### config.mk
export PLATFORM = sky130hd
export DESIGN_NAME = game_sequencer_flat
export DESIGN_NICKNAME = d
export VERILOG_FILES = /design/src/rtl/game_pkg.sv /design/src/rtl/game_sequencer_if.sv /design/src/rtl/game_sequencer_bcd_counter2.sv /design/src/rtl/game_sequencer.sv /design/src/flat_wrapper.sv
export SDC_FILE = /design/constraint.sdc
export NUM_CORES = 1
export LEC_CHECK = 0
export CAP_MARGIN = 30
export CORE_UTILIZATION = 50
export DETAILED_ROUTE_END_ITERATION = 16
export PLACE_DENSITY = 0.75
export SLEW_MARGIN = 15
export SYNTH_ARGS = -nofsm -noshare
export SYNTH_HDL_FRONTEND = slang
export SYNTH_SLANG_ARGS = --single-unit
### constraint.sdc
create_clock -name CLK -period 3 [get_ports CLK]
set_input_delay 0.6 -clock CLK [delete_from_list [all_inputs] [get_ports CLK]]
set_output_delay 0.6 -clock CLK [all_outputs]
set_load 0.02 [all_outputs]
### src/rtl/game_pkg.sv
// Shared types and constants for the road-crossing game: FSM state encoding,
// screen/sprite geometry and default phase lengths.
package game_pkg;

    typedef enum logic [2:0] {
        ST_IDLE      = 3'd0,
        ST_PLAY      = 3'd1,
        ST_HIT       = 3'd2,
        ST_LEVEL_UP  = 3'd3,
        ST_GAME_OVER = 3'd4
    } game_state_e;

    localparam int H_DISPLAY     = 32'd640;
    localparam int V_DISPLAY     = 32'd480;
    localparam int PLAYER_WIDTH  = 32'd16;
    localparam int PLAYER_HEIGHT = 32'd16;
    localparam int CAR_WIDTH     = 32'd32;
    localparam int CAR_HEIGHT    = 32'd16;
    localparam int LANE0_Y       = 32'd96;
    localparam int LANE1_Y       = 32'd160;
    localparam int LANE2_Y       = 32'd224;
    localparam int LANE3_Y       = 32'd288;
    localparam int LANE4_Y       = 32'd352;

    localparam int DEF_LIVES           = 32'd4;
    localparam int DEF_HIT_FRAMES      = 32'd60;
    localparam int DEF_LEVEL_FRAMES    = 32'd90;
    localparam int DEF_GO_FRAMES       = 32'd120;
    localparam int DEF_LEVEL_EVERY     = 32'd5;
    localparam int DEF_MAX_LEVEL       = 32'd7;
    localparam int DEF_CAR_PERIOD_BASE = 32'd400000;
    localparam int DEF_CAR_PERIOD_STEP = 32'd50000;

endpackage

### src/rtl/game_sequencer_if.sv
// Bundle between the player/collision datapath (master) and the game-flow
// sequencer (slave), including the display-facing status outputs.
interface game_sequencer_if #(
    parameter int LIVES = 32'd4
);
    logic             frame_tick;
    logic [3:0]       btn;
    logic             collision;
    logic             crossed;
    logic             move_en;
    logic             respawn;
    logic [LIVES-1:0] life_leds;
    logic [3:0]       score_tens;
    logic [3:0]       score_units;
    logic [2:0]       level;
    logic [31:0]      car_period;
    logic [2:0]       state;

    modport master (
        output frame_tick, btn, collision, crossed,
        input  move_en, respawn, life_leds, score_tens, score_units,
               level, car_period, state
    );

    modport slave (
        input  frame_tick, btn, collision, crossed,
        output move_en, respawn, life_leds, score_tens, score_units,
               level, car_period, state
    );
endinterface

### src/rtl/game_sequencer_bcd_counter2.sv
// Two-digit BCD counter that increments on request, saturates at 99 and
// clears synchronously; clear wins over increment.
module bcd_counter2 (
    input  logic       clk_i,
    input  logic       rst_n_i,
    input  logic       clr_i,
    input  logic       inc_i,
    output logic [3:0] tens_o,
    output logic [3:0] units_o
);

    logic [3:0] tens_q, tens_d;
    logic [3:0] units_q, units_d;
    logic       at_max_s;

    assign at_max_s = (tens_q == 4'd9) && (units_q == 4'd9);

    // Next-digit computation with units-to-tens carry.
    always_comb begin
        tens_d  = tens_q;
        units_d = units_q;
        if (clr_i) begin
            tens_d  = 4'd0;
            units_d = 4'd0;
        end else if (inc_i && !at_max_s) begin
            if (units_q == 4'd9) begin
                units_d = 4'd0;
                tens_d  = tens_q + 4'd1;
            end else begin
                units_d = units_q + 4'd1;
            end
        end else begin
            tens_d  = tens_q;
            units_d = units_q;
        end
    end

    // Digit registers.
    always_ff @(posedge clk_i or negedge rst_n_i) begin
        if (!rst_n_i) begin
            tens_q  <= 4'd0;
            units_q <= 4'd0;
        end else begin
            tens_q  <= tens_d;
            units_q <= units_d;
        end
    end

    assign tens_o  = tens_q;
    assign units_o = units_q;

endmodule

### src/rtl/game_sequencer.sv
// Game-flow controller for the road-crossing game: sequences attract, play,
// hit recovery, level-up and game-over, and owns lives, score and level.
module game_sequencer
    import game_pkg::*;
#(
    parameter int LIVES           = DEF_LIVES,
    parameter int HIT_FRAMES      = DEF_HIT_FRAMES,
    parameter int LEVEL_FRAMES    = DEF_LEVEL_FRAMES,
    parameter int GO_FRAMES       = DEF_GO_FRAMES,
    parameter int LEVEL_EVERY     = DEF_LEVEL_EVERY,
    parameter int MAX_LEVEL       = DEF_MAX_LEVEL,
    parameter int CAR_PERIOD_BASE = DEF_CAR_PERIOD_BASE,
    parameter int CAR_PERIOD_STEP = DEF_CAR_PERIOD_STEP
) (
    input logic             CLK,
    input logic             RST_N,
    game_sequencer_if.slave bus
);

    localparam logic [7:0]  HIT_LAST   = 8'(HIT_FRAMES - 1);
    localparam logic [7:0]  LEVEL_LAST = 8'(LEVEL_FRAMES - 1);
    localparam logic [7:0]  GO_LAST    = 8'(GO_FRAMES - 1);
    localparam logic [7:0]  CROSS_LAST = 8'(LEVEL_EVERY - 1);
    localparam logic [2:0]  MAX_LVL    = 3'(MAX_LEVEL);
    localparam logic [31:0] BASE32     = 32'(CAR_PERIOD_BASE);
    localparam logic [31:0] STEP32     = 32'(CAR_PERIOD_STEP);

    game_state_e      state_q;
    logic [7:0]       frame_cnt_q;
    logic [7:0]       cross_cnt_q;
    logic [LIVES-1:0] life_q;
    logic [2:0]       level_q;
    logic [31:0]      car_period_q, car_period_d;
    logic             move_en_q;
    logic             respawn_q;
    logic             go_ready_q;
    logic             arm_q;
    logic [3:0]       btn_prev_q;

    logic [3:0]       btn_rise_s;
    logic             combo_s;
    logic             start_s;
    logic             score_inc_s;
    logic [31:0]      level_cost_s;

    // Button edges; the first cycle after reset only primes btn_prev_q so a
    // button held through reset needs a release before it counts.
    always_comb begin
        btn_rise_s = 4'd0;
        combo_s    = 1'b0;
        if (arm_q) begin
            btn_rise_s = bus.btn & ~btn_prev_q;
            combo_s    = (&bus.btn) & ~(&btn_prev_q);
        end else begin
            btn_rise_s = 4'd0;
            combo_s    = 1'b0;
        end
    end

    // New-game request: restart combo anywhere, or a press from attract/game-over.
    always_comb begin
        start_s = 1'b0;
        if (combo_s) begin
            start_s = 1'b1;
        end else if ((|btn_rise_s) && (state_q == ST_IDLE)) begin
            start_s = 1'b1;
        end else if ((|btn_rise_s) && (state_q == ST_GAME_OVER) && go_ready_q) begin
            start_s = 1'b1;
        end else begin
            start_s = 1'b0;
        end
    end

    assign score_inc_s = (state_q == ST_PLAY) && bus.crossed && !bus.collision && !combo_s;

    // Car step period from the current level, clamped so it can never wrap.
    always_comb begin
        level_cost_s = {29'd0, level_q} * STEP32;
        if (level_cost_s < BASE32) begin
            car_period_d = BASE32 - level_cost_s;
        end else begin
            car_period_d = 32'd1;
        end
    end

    // Game-flow FSM with lives, level, crossing and frame counters.
    always_ff @(posedge CLK or negedge RST_N) begin
        if (!RST_N) begin
            state_q      <= ST_IDLE;
            frame_cnt_q  <= 8'd0;
            cross_cnt_q  <= 8'd0;
            life_q       <= '1;
            level_q      <= 3'd0;
            car_period_q <= BASE32;
            move_en_q    <= 1'b0;
            respawn_q    <= 1'b0;
            go_ready_q   <= 1'b0;
            arm_q        <= 1'b0;
            btn_prev_q   <= 4'd0;
        end else begin
            btn_prev_q   <= bus.btn;
            arm_q        <= 1'b1;
            respawn_q    <= 1'b0;
            car_period_q <= car_period_d;
            if (start_s) begin
                state_q     <= ST_PLAY;
                move_en_q   <= 1'b1;
                respawn_q   <= 1'b1;
                frame_cnt_q <= 8'd0;
                cross_cnt_q <= 8'd0;
                life_q      <= '1;
                level_q     <= 3'd0;
                go_ready_q  <= 1'b0;
            end else begin
                case (state_q)
                    ST_IDLE: begin
                        move_en_q <= 1'b0;
                    end
                    ST_PLAY: begin
                        if (bus.collision) begin
                            move_en_q   <= 1'b0;
                            frame_cnt_q <= 8'd0;
                            if (life_q[LIVES-2]) begin
                                life_q    <= {life_q[LIVES-2:0], 1'b0};
                                state_q   <= ST_HIT;
                                respawn_q <= 1'b1;
                            end else begin
                                life_q     <= '0;
                                state_q    <= ST_GAME_OVER;
                                go_ready_q <= 1'b0;
                            end
                        end else if (bus.crossed) begin
                            respawn_q <= 1'b1;
                            if (cross_cnt_q == CROSS_LAST) begin
                                cross_cnt_q <= 8'd0;
                                state_q     <= ST_LEVEL_UP;
                                move_en_q   <= 1'b0;
                                frame_cnt_q <= 8'd0;
                                if (level_q < MAX_LVL) begin
                                    level_q <= level_q + 3'd1;
                                end
                            end else begin
                                cross_cnt_q <= cross_cnt_q + 8'd1;
                            end
                        end
                    end
                    ST_HIT: begin
                        if (bus.frame_tick) begin
                            if (frame_cnt_q == HIT_LAST) begin
                                state_q     <= ST_PLAY;
                                move_en_q   <= 1'b1;
                                frame_cnt_q <= 8'd0;
                            end else begin
                                frame_cnt_q <= frame_cnt_q + 8'd1;
                            end
                        end
                    end
                    ST_LEVEL_UP: begin
                        if (bus.frame_tick) begin
                            if (frame_cnt_q == LEVEL_LAST) begin
                                state_q     <= ST_PLAY;
                                move_en_q   <= 1'b1;
                                frame_cnt_q <= 8'd0;
                            end else begin
                                frame_cnt_q <= frame_cnt_q + 8'd1;
                            end
                        end
                    end
                    ST_GAME_OVER: begin
                        // Counter stops once the restart window has opened.
                        if (bus.frame_tick && !go_ready_q) begin
                            if (frame_cnt_q == GO_LAST) begin
                                go_ready_q <= 1'b1;
                            end else begin
                                frame_cnt_q <= frame_cnt_q + 8'd1;
                            end
                        end
                    end
                    default: begin
                        state_q     <= ST_IDLE;
                        move_en_q   <= 1'b0;
                        frame_cnt_q <= 8'd0;
                    end
                endcase
            end
        end
    end

    bcd_counter2 u_score (
        .clk_i   (CLK),
        .rst_n_i (RST_N),
        .clr_i   (start_s),
        .inc_i   (score_inc_s),
        .tens_o  (bus.score_tens),
        .units_o (bus.score_units)
    );

    assign bus.move_en    = move_en_q;
    assign bus.respawn    = respawn_q;
    assign bus.life_leds  = life_q;
    assign bus.level      = level_q;
    assign bus.car_period = car_period_q;
    assign bus.state      = state_q;

endmodule

### src/flat_wrapper.sv
// flat-port wrapper written by rule: the top's interface ports become plain ports
module game_sequencer_flat import game_pkg::*;
#(
    parameter int LIVES           = DEF_LIVES,
    parameter int HIT_FRAMES      = DEF_HIT_FRAMES,
    parameter int LEVEL_FRAMES    = DEF_LEVEL_FRAMES,
    parameter int GO_FRAMES       = DEF_GO_FRAMES,
    parameter int LEVEL_EVERY     = DEF_LEVEL_EVERY,
    parameter int MAX_LEVEL       = DEF_MAX_LEVEL,
    parameter int CAR_PERIOD_BASE = DEF_CAR_PERIOD_BASE,
    parameter int CAR_PERIOD_STEP = DEF_CAR_PERIOD_STEP
)
  (CLK, RST_N, bus_frame_tick, bus_btn, bus_collision, bus_crossed, bus_move_en, bus_respawn, bus_life_leds, bus_score_tens, bus_score_units, bus_level, bus_car_period, bus_state);
  game_sequencer_if #(.LIVES(LIVES)) bus_i ();
  input logic CLK;
  input logic RST_N;
  input wire logic [$bits(bus_i.frame_tick)-1:0] bus_frame_tick;
  input wire logic [$bits(bus_i.btn)-1:0] bus_btn;
  input wire logic [$bits(bus_i.collision)-1:0] bus_collision;
  input wire logic [$bits(bus_i.crossed)-1:0] bus_crossed;
  output wire logic [$bits(bus_i.move_en)-1:0] bus_move_en;
  output wire logic [$bits(bus_i.respawn)-1:0] bus_respawn;
  output wire logic [$bits(bus_i.life_leds)-1:0] bus_life_leds;
  output wire logic [$bits(bus_i.score_tens)-1:0] bus_score_tens;
  output wire logic [$bits(bus_i.score_units)-1:0] bus_score_units;
  output wire logic [$bits(bus_i.level)-1:0] bus_level;
  output wire logic [$bits(bus_i.car_period)-1:0] bus_car_period;
  output wire logic [$bits(bus_i.state)-1:0] bus_state;
  assign bus_i.frame_tick = bus_frame_tick;
  assign bus_i.btn = bus_btn;
  assign bus_i.collision = bus_collision;
  assign bus_i.crossed = bus_crossed;
  assign bus_move_en = bus_i.move_en;
  assign bus_respawn = bus_i.respawn;
  assign bus_life_leds = bus_i.life_leds;
  assign bus_score_tens = bus_i.score_tens;
  assign bus_score_units = bus_i.score_units;
  assign bus_level = bus_i.level;
  assign bus_car_period = bus_i.car_period;
  assign bus_state = bus_i.state;
  game_sequencer #(.LIVES(LIVES), .HIT_FRAMES(HIT_FRAMES), .LEVEL_FRAMES(LEVEL_FRAMES), .GO_FRAMES(GO_FRAMES), .LEVEL_EVERY(LEVEL_EVERY), .MAX_LEVEL(MAX_LEVEL), .CAR_PERIOD_BASE(CAR_PERIOD_BASE), .CAR_PERIOD_STEP(CAR_PERIOD_STEP)) u_core (.CLK(CLK), .RST_N(RST_N), .bus(bus_i));
endmodule
* Word-level counts from Yosys, hierarchy flattened *
Cells that the tools add are included.

word-level totals
  output and inout port bits = 52
  word-level logic and storage cells = 153
  bits of input ports = 9
  register bits = 74

operators by class
  $mul = 1
  bitwise gates (word level) = 4
  equality and inequality tests = 25
  reduce and logical (&&, ||, !) cells = 34
  magnitude comparators = 2
  $add $sub $neg = 6
  multiplexer cells = 68

operators by type and width
  kind                                                   number
  2-to-1 mux 8 bit                                       15
  2-to-1 mux 3 bit                                       15
  2-to-1 mux 4 bit                                       11
  one-hot mux 8 bit (5 select lines)                     1
  2-to-1 mux 32 bit                                      1
  2-to-1 mux 1 bit                                       22
  AND reduction 7 bit                                    3
  subtractor 19 x 19 -> 20 bit, first input constant     1
  < comparator 19 bit, second input constant             1
  inequality test 3 x 2 -> 1 bit, second input constant  6
  adder 8 x 1 -> 8 bit, second input constant            2
  equality test 8 x 7 -> 1 bit, second input constant    2
  multiplier 3 x 12 -> 15 bit, second input constant     1
  nonzero test 2 bit                                     7
  one-hot mux 3 bit (4 select lines)                     1
  AND reduction 5 bit                                    2
  logical AND 1 bit                                      9
  adder 4 x 1 -> 4 bit, second input constant            2
  equality test 4 bit, second input constant             2
  equality test 8 x 3 -> 1 bit, second input constant    1
  equality test 8 x 6 -> 1 bit, second input constant    1
  inequality test 2 x 1 -> 1 bit, second input constant  4
  inequality test 4 x 3 -> 1 bit, second input constant  2
  AND reduction 4 bit                                    2
  20 further kinds                                       26

* Longest topological paths before layout *
  depth after elaboration = 11
  depth in mapped cells = 13
  mapped depth without buffers = 11

* Cells and area by module *
Synthesis repeated with hierarchy kept, for this count alone.

unflattened totals
  cells, all modules = 361
  area, all modules = 3529.6 µm²

by module, submodules not included
  module          cells an instance  times used  sequential area each (µm²)  area each (µm²)
  game_sequencer  311                1           1288.7                      3039.2
  bcd_counter2    50                 1           200.2                       490.5

* Worst setup path before layout *
OpenSTA, ideal clock, no wires.

  kind = register -> register
  from = register u_core.level_q[1], in the netlist u_core.bus.level[1]
  to = register u_core.car_period_q[15], in the netlist u_core.bus.car_period[15]
  setup time = 125 ps
  slack = 194 ps
  buffers on the path = 2
  data required time = 2875 ps
  arrival = 2681 ps
  stages on the path, launching flop included = 12
  clock period less this slack = 2806 ps
  cells stage by stage = dfrtp_1 -> clkbuf_2 -> inv_1 -> ha_1 -> inv_1 -> ha_1 -> buf_2 -> a41oi_1 -> and2_1 -> o31ai_1 -> a21oi_1 -> mux2_2

on the way
  cells in the longest elaborated chain, start to end = 3
  elaborated cells between the ends (all ways) = 4
  those cells by class = 1 x add/sub; 1 x mul; 1 x order compare; 1 x mux

RTL lines
  item                                                                 line                                        RTL
  start, declared                                                      game_sequencer.sv:32                        logic [2:0] level_q;
  start signal, assigned                                               game_sequencer.sv:140                       level_q <= level_q + 3'd1;
  multiplier 3 x 12 -> 15 bit (*)                                      game_sequencer.sv:78                        level_cost_s = {29'd0, level_q} * STEP32;
  subtractor 19 x 19 -> 20 bit or < comparator 19 bit (tied branches)  game_sequencer.sv:80, game_sequencer.sv:79
  2-to-1 mux 32 bit (*)                                                game_sequencer.sv:79                        if (level_cost_s < BASE32) begin
  named net u_core.car_period_d[15]                                    game_sequencer.sv:33                        logic [31:0] car_period_q, car_period_d;
  end signal, assigned                                                 game_sequencer.sv:104                       car_period_q <= car_period_d;
  end, declared                                                        game_sequencer.sv:33

The timed path passes the listed nets; every way through them passes the cells marked *.
A chain may end at the register's enable or synchronous reset.

* Worst setup path after layout *
  from = register u_core.level_q[0], in the netlist u_core.bus.level[0]
  to = register u_core.car_period_q[17], in the netlist u_core.bus.car_period[17]

The elaborated chain is that of the path after synthesis.

==> results by group <==
Die
  – Starting Density: 51.8%
  – Die Ht: 85.9 µm
  – Ports: 61
  – Die area: 7380 µm²
  – Cell row count: 30
  – Die W: 85.9 µm
  – Core area: 6790 µm²

Setup path
  – Slowest CP cell: dfrtp_2
  – Critical path, cell by cell: ha_1 > inv_1 > nor2_1 > ha_1 > xnor2_2 > xnor2_1 > o31ai_1 > nand2_1 > a2111oi_2 > mux2i_1
  – FF-to-FF setup slack: 0.27 ns
  – Setup CP Type: reg2reg
  – Critical R2R Capture: u_core.bus.car_period[17]$_DFF_PN1_
  – Worst setup startpoint: u_core.bus.level[0]$_DFFE_PN0P_
  – Reg2Reg Depth: 10
  – Critical path's largest stage delay: 0.50 ns
  – WP data arrival: 3.00 ns
  – CP dominant cell by count: ha_1
  – Critical path buffer and inverter count: 1
  – CP Capture Type: register
  – Delay-heaviest family, CP: compound AO/OA/AOI/OAI gates
  – Critical R2R Launch: u_core.bus.level[0]$_DFFE_PN0P_
  – Worst Path Max Fanout: 11
  – Crit path required time: 3.27 ns
  – Crit start category: register

Final layout
  – N_diodes: 0
  – Fin nets: 465
  – Fin area: 4330 µm²
  – Layout cells sized above 1: 11.3%
  – Area delta synth->final: 23.0%

Job
  – Number of max-cap violations: 0

Placed design
  – Placed instance area: 4090 µm²
  – Post-DP HPWL: 5230 µm
  – GP Congestion: 0.940
  – Port buffer count: 57
  – Pre-CTS setup slack: 0.225 ns

Drt
  – Drt first pass iters: 4
  – Vias per cell: 5.44
  – Routed Antenna Nets: 0
  – Top Layer Used: met4
  – Detailed router's first-iteration violation count: 177
  – Routed WL: 7310 µm
  – Met3 wire len: 330 µm
  – DR vias: 2928
  – Met1 WL: 3480 µm
  – Routed len/inst: 13.6 µm
  – Residual DRC: 0
  – DR WL met2: 3330 µm

Clock tree
  – H-tree Lvls: 3
  – Worst-path clk slew: 0.07 ns
  – Clock root cell: clkbuf_8
  – CTS Hold Bufs: 0
  – Clock latency on the worst-skew pair: 0.35 ns
  – CTS tree: built
  – CTS buffer count: 9
  – Clk sinks: 59
  – Max Root-Sink Buffers: 2

Yosys
  – Sequential share of the synthesized area: 42.3%
  – Post-synth top cells: dfrtp_1, nor2_1, nand2_1
  – Yosys top cell by area: dfrtp_1
  – Post-synth EDFFs: 0
  – Synth Flop Type: dfrtp_1
  – Largest cells by area after synthesis: dfrtp_1, dfstp_2, ha_1, nor2_1, nand2_1
  – Cell Area, Synth: 3520 µm²
  – Synth warn: 0
  – Async S/R FF share, synth: 100%
  – Synth top area share: 34.8%
  – Most common cell in the netlist: dfrtp_1
  – Yosys cell types: 58
  – Register bit total from synthesis: 59
  – Synthesized instance count: 387
  – Avg Cell Area, Syn: 9.10 µm²

Timing
  – RSZ-0062 raised after global routing: false
  – Slew Viols, Final: 0
  – Setup WS post-layout: 0.271 ns
  – Setup TNS: 0 ns
  – Worst Tran Pin Value: 0.715 ns
  – Fin crit share: 91.0%
  – Final hold slack: 0.375 ns
  – Highest Clock Rate: 0.366 GHz
  – Post-route clock skew: 0.00628 ns
  – Minimum clock period: 2.73 ns
  – Max transition margin: 52.3%
  – Fin. Hold Viols: 0
  – Endpoints failing setup: 0

Status
  – Outcome: finished, final reports clean

GRT
  – GRT Util Overall: 21.5%
  – Initial antenna violation count: 0
  – Largest net degree at the start of global routing: 60
  – Vias in the first global route: 2750
  – First-pass GRT wire length: 12400 µm
  – GRT overflow: 0

Power
  – Leakage power: 1.93 nW
  – Power Density: 690 nW/µm²
  – Max VDD drop: 0.434 mV

Hold path
  – Hold WC Path Type: in2async
timing repair:
item | 4_1_cts | 5_1_grt
endpoints found under the setup margin | 0 | 11
setup buffers | 0 | 0
gates resized for setup | 0 | 2
worst max-delay path by stage:
| stage | endpoint | slack (ns) | depth (start not counted) |
|---|---|---|---|
| 3_3_place_gp | u_core.bus.car_period[15]$_DFF_PN0_ | 0.29 | 10 |
| 6_report | u_core.bus.car_period[17]$_DFF_PN1_ | 0.27 | 10 |
| 5_1_grt | u_core.bus.car_period[14]$_DFF_PN0_ | 0.02 | 10 |
| 2_1_floorplan | u_core.bus.car_period[15]$_DFF_PN0_ | 0.19 | 11 |
| 4_1_cts | u_core.bus.car_period[14]$_DFF_PN0_ | 0.17 | 10 |
| 3_5_place_dp | u_core.bus.car_period[14]$_DFF_PN0_ | 0.22 | 10 |
layer usage:
layer,GRT usage [%],vias to the layer above
met5,0,-
met3,3.85,15
li1,-,1433
met2,34.1,93
met1,28.1,1387
met4,11.5,0
layout by cell type, fill, tap and decap left out, types with 3 or more instances in the layout:
cell,Yosys,layout
a21oi_1,20,20
dfstp_2,10,10
and3_1,10,10
nand4_1,4,4
nor2_1,46,46
nor2b_1,7,7
buf_4,17,9
inv_1,16,16
ha_1,19,19
or2_2,4,4
dfrtp_1,49,48
nor3_1,16,16
mux2_2,4,4
clkbuf_8,0,11
a31oi_1,4,4
o31ai_1,6,6
clkdlybuf4s50_1,0,56
and2_1,3,3
nand3b_1,5,5
nand2_1,39,39
nor4b_1,3,3
xnor2_1,10,10
nand2b_1,8,8
nand3_1,11,11
xor2_1,3,3
o21ai_0,16,16
or3_1,3,3
mux2i_1,4,4
conb_1,2,4
a22o_1,4,4
where the power goes:
group,switching (mW),internal [mW],total (mW)
registers,0.159,0.955,1.11
clock network,0.314,0.511,0.826
logic,0.579,0.469,1.05
registers in the layout, summed over array words and instances (netlist names), 3 cells and up:
register                cells
u_core.btn_prev_q           4
u_core.bus.car_period      17
u_core.bus.level            3
u_core.bus.life_leds        4
u_core.bus.state            3
u_core.cross_cnt_q          8
u_core.frame_cnt_q          8
u_core.u_score.tens_o       4
u_core.u_score.units_o      4
kinds of logic after synthesis:
| kind of cell | synth area share (%) |
|---|---|
| XOR/XNOR | 3.70 |
| buffers and inverters | 7.04 |
| flip-flops | 42.3 |
| adder cells (fa/ha/maj) | 6.75 |
| multiplexers | 2.42 |
| other | 0.213 |
| AND/OR/NAND/NOR | 24.2 |
| AO/OA/AOI/OAI | 13.4 |
layout make-up:
cell class | instances | area, µm²
flip-flops and latches | 59 | 1490
repair buffers | 66 | 633
multi-input cells | 285 | 1800
clock buffers | 12 | 155
clock inverters | 4 | 72.6
fillers | 575 | 2460
well taps | 96 | 120
inverters | 16 | 60.1
stage by stage:
stage | power, mW | std cells | utilization [%]
after floorplan | 1.76 | 389 | -
final | 2.99 | 538 | 63.7
after global routing | 3.18 | 538 | 63.7
after CTS | 3.00 | 538 | 63.6
after global placement | 2.14 | 522 | 60.3
after detailed placement | 2.17 | 522 | 60.3
No activity file was read; power rests on OpenSTA's default activity.
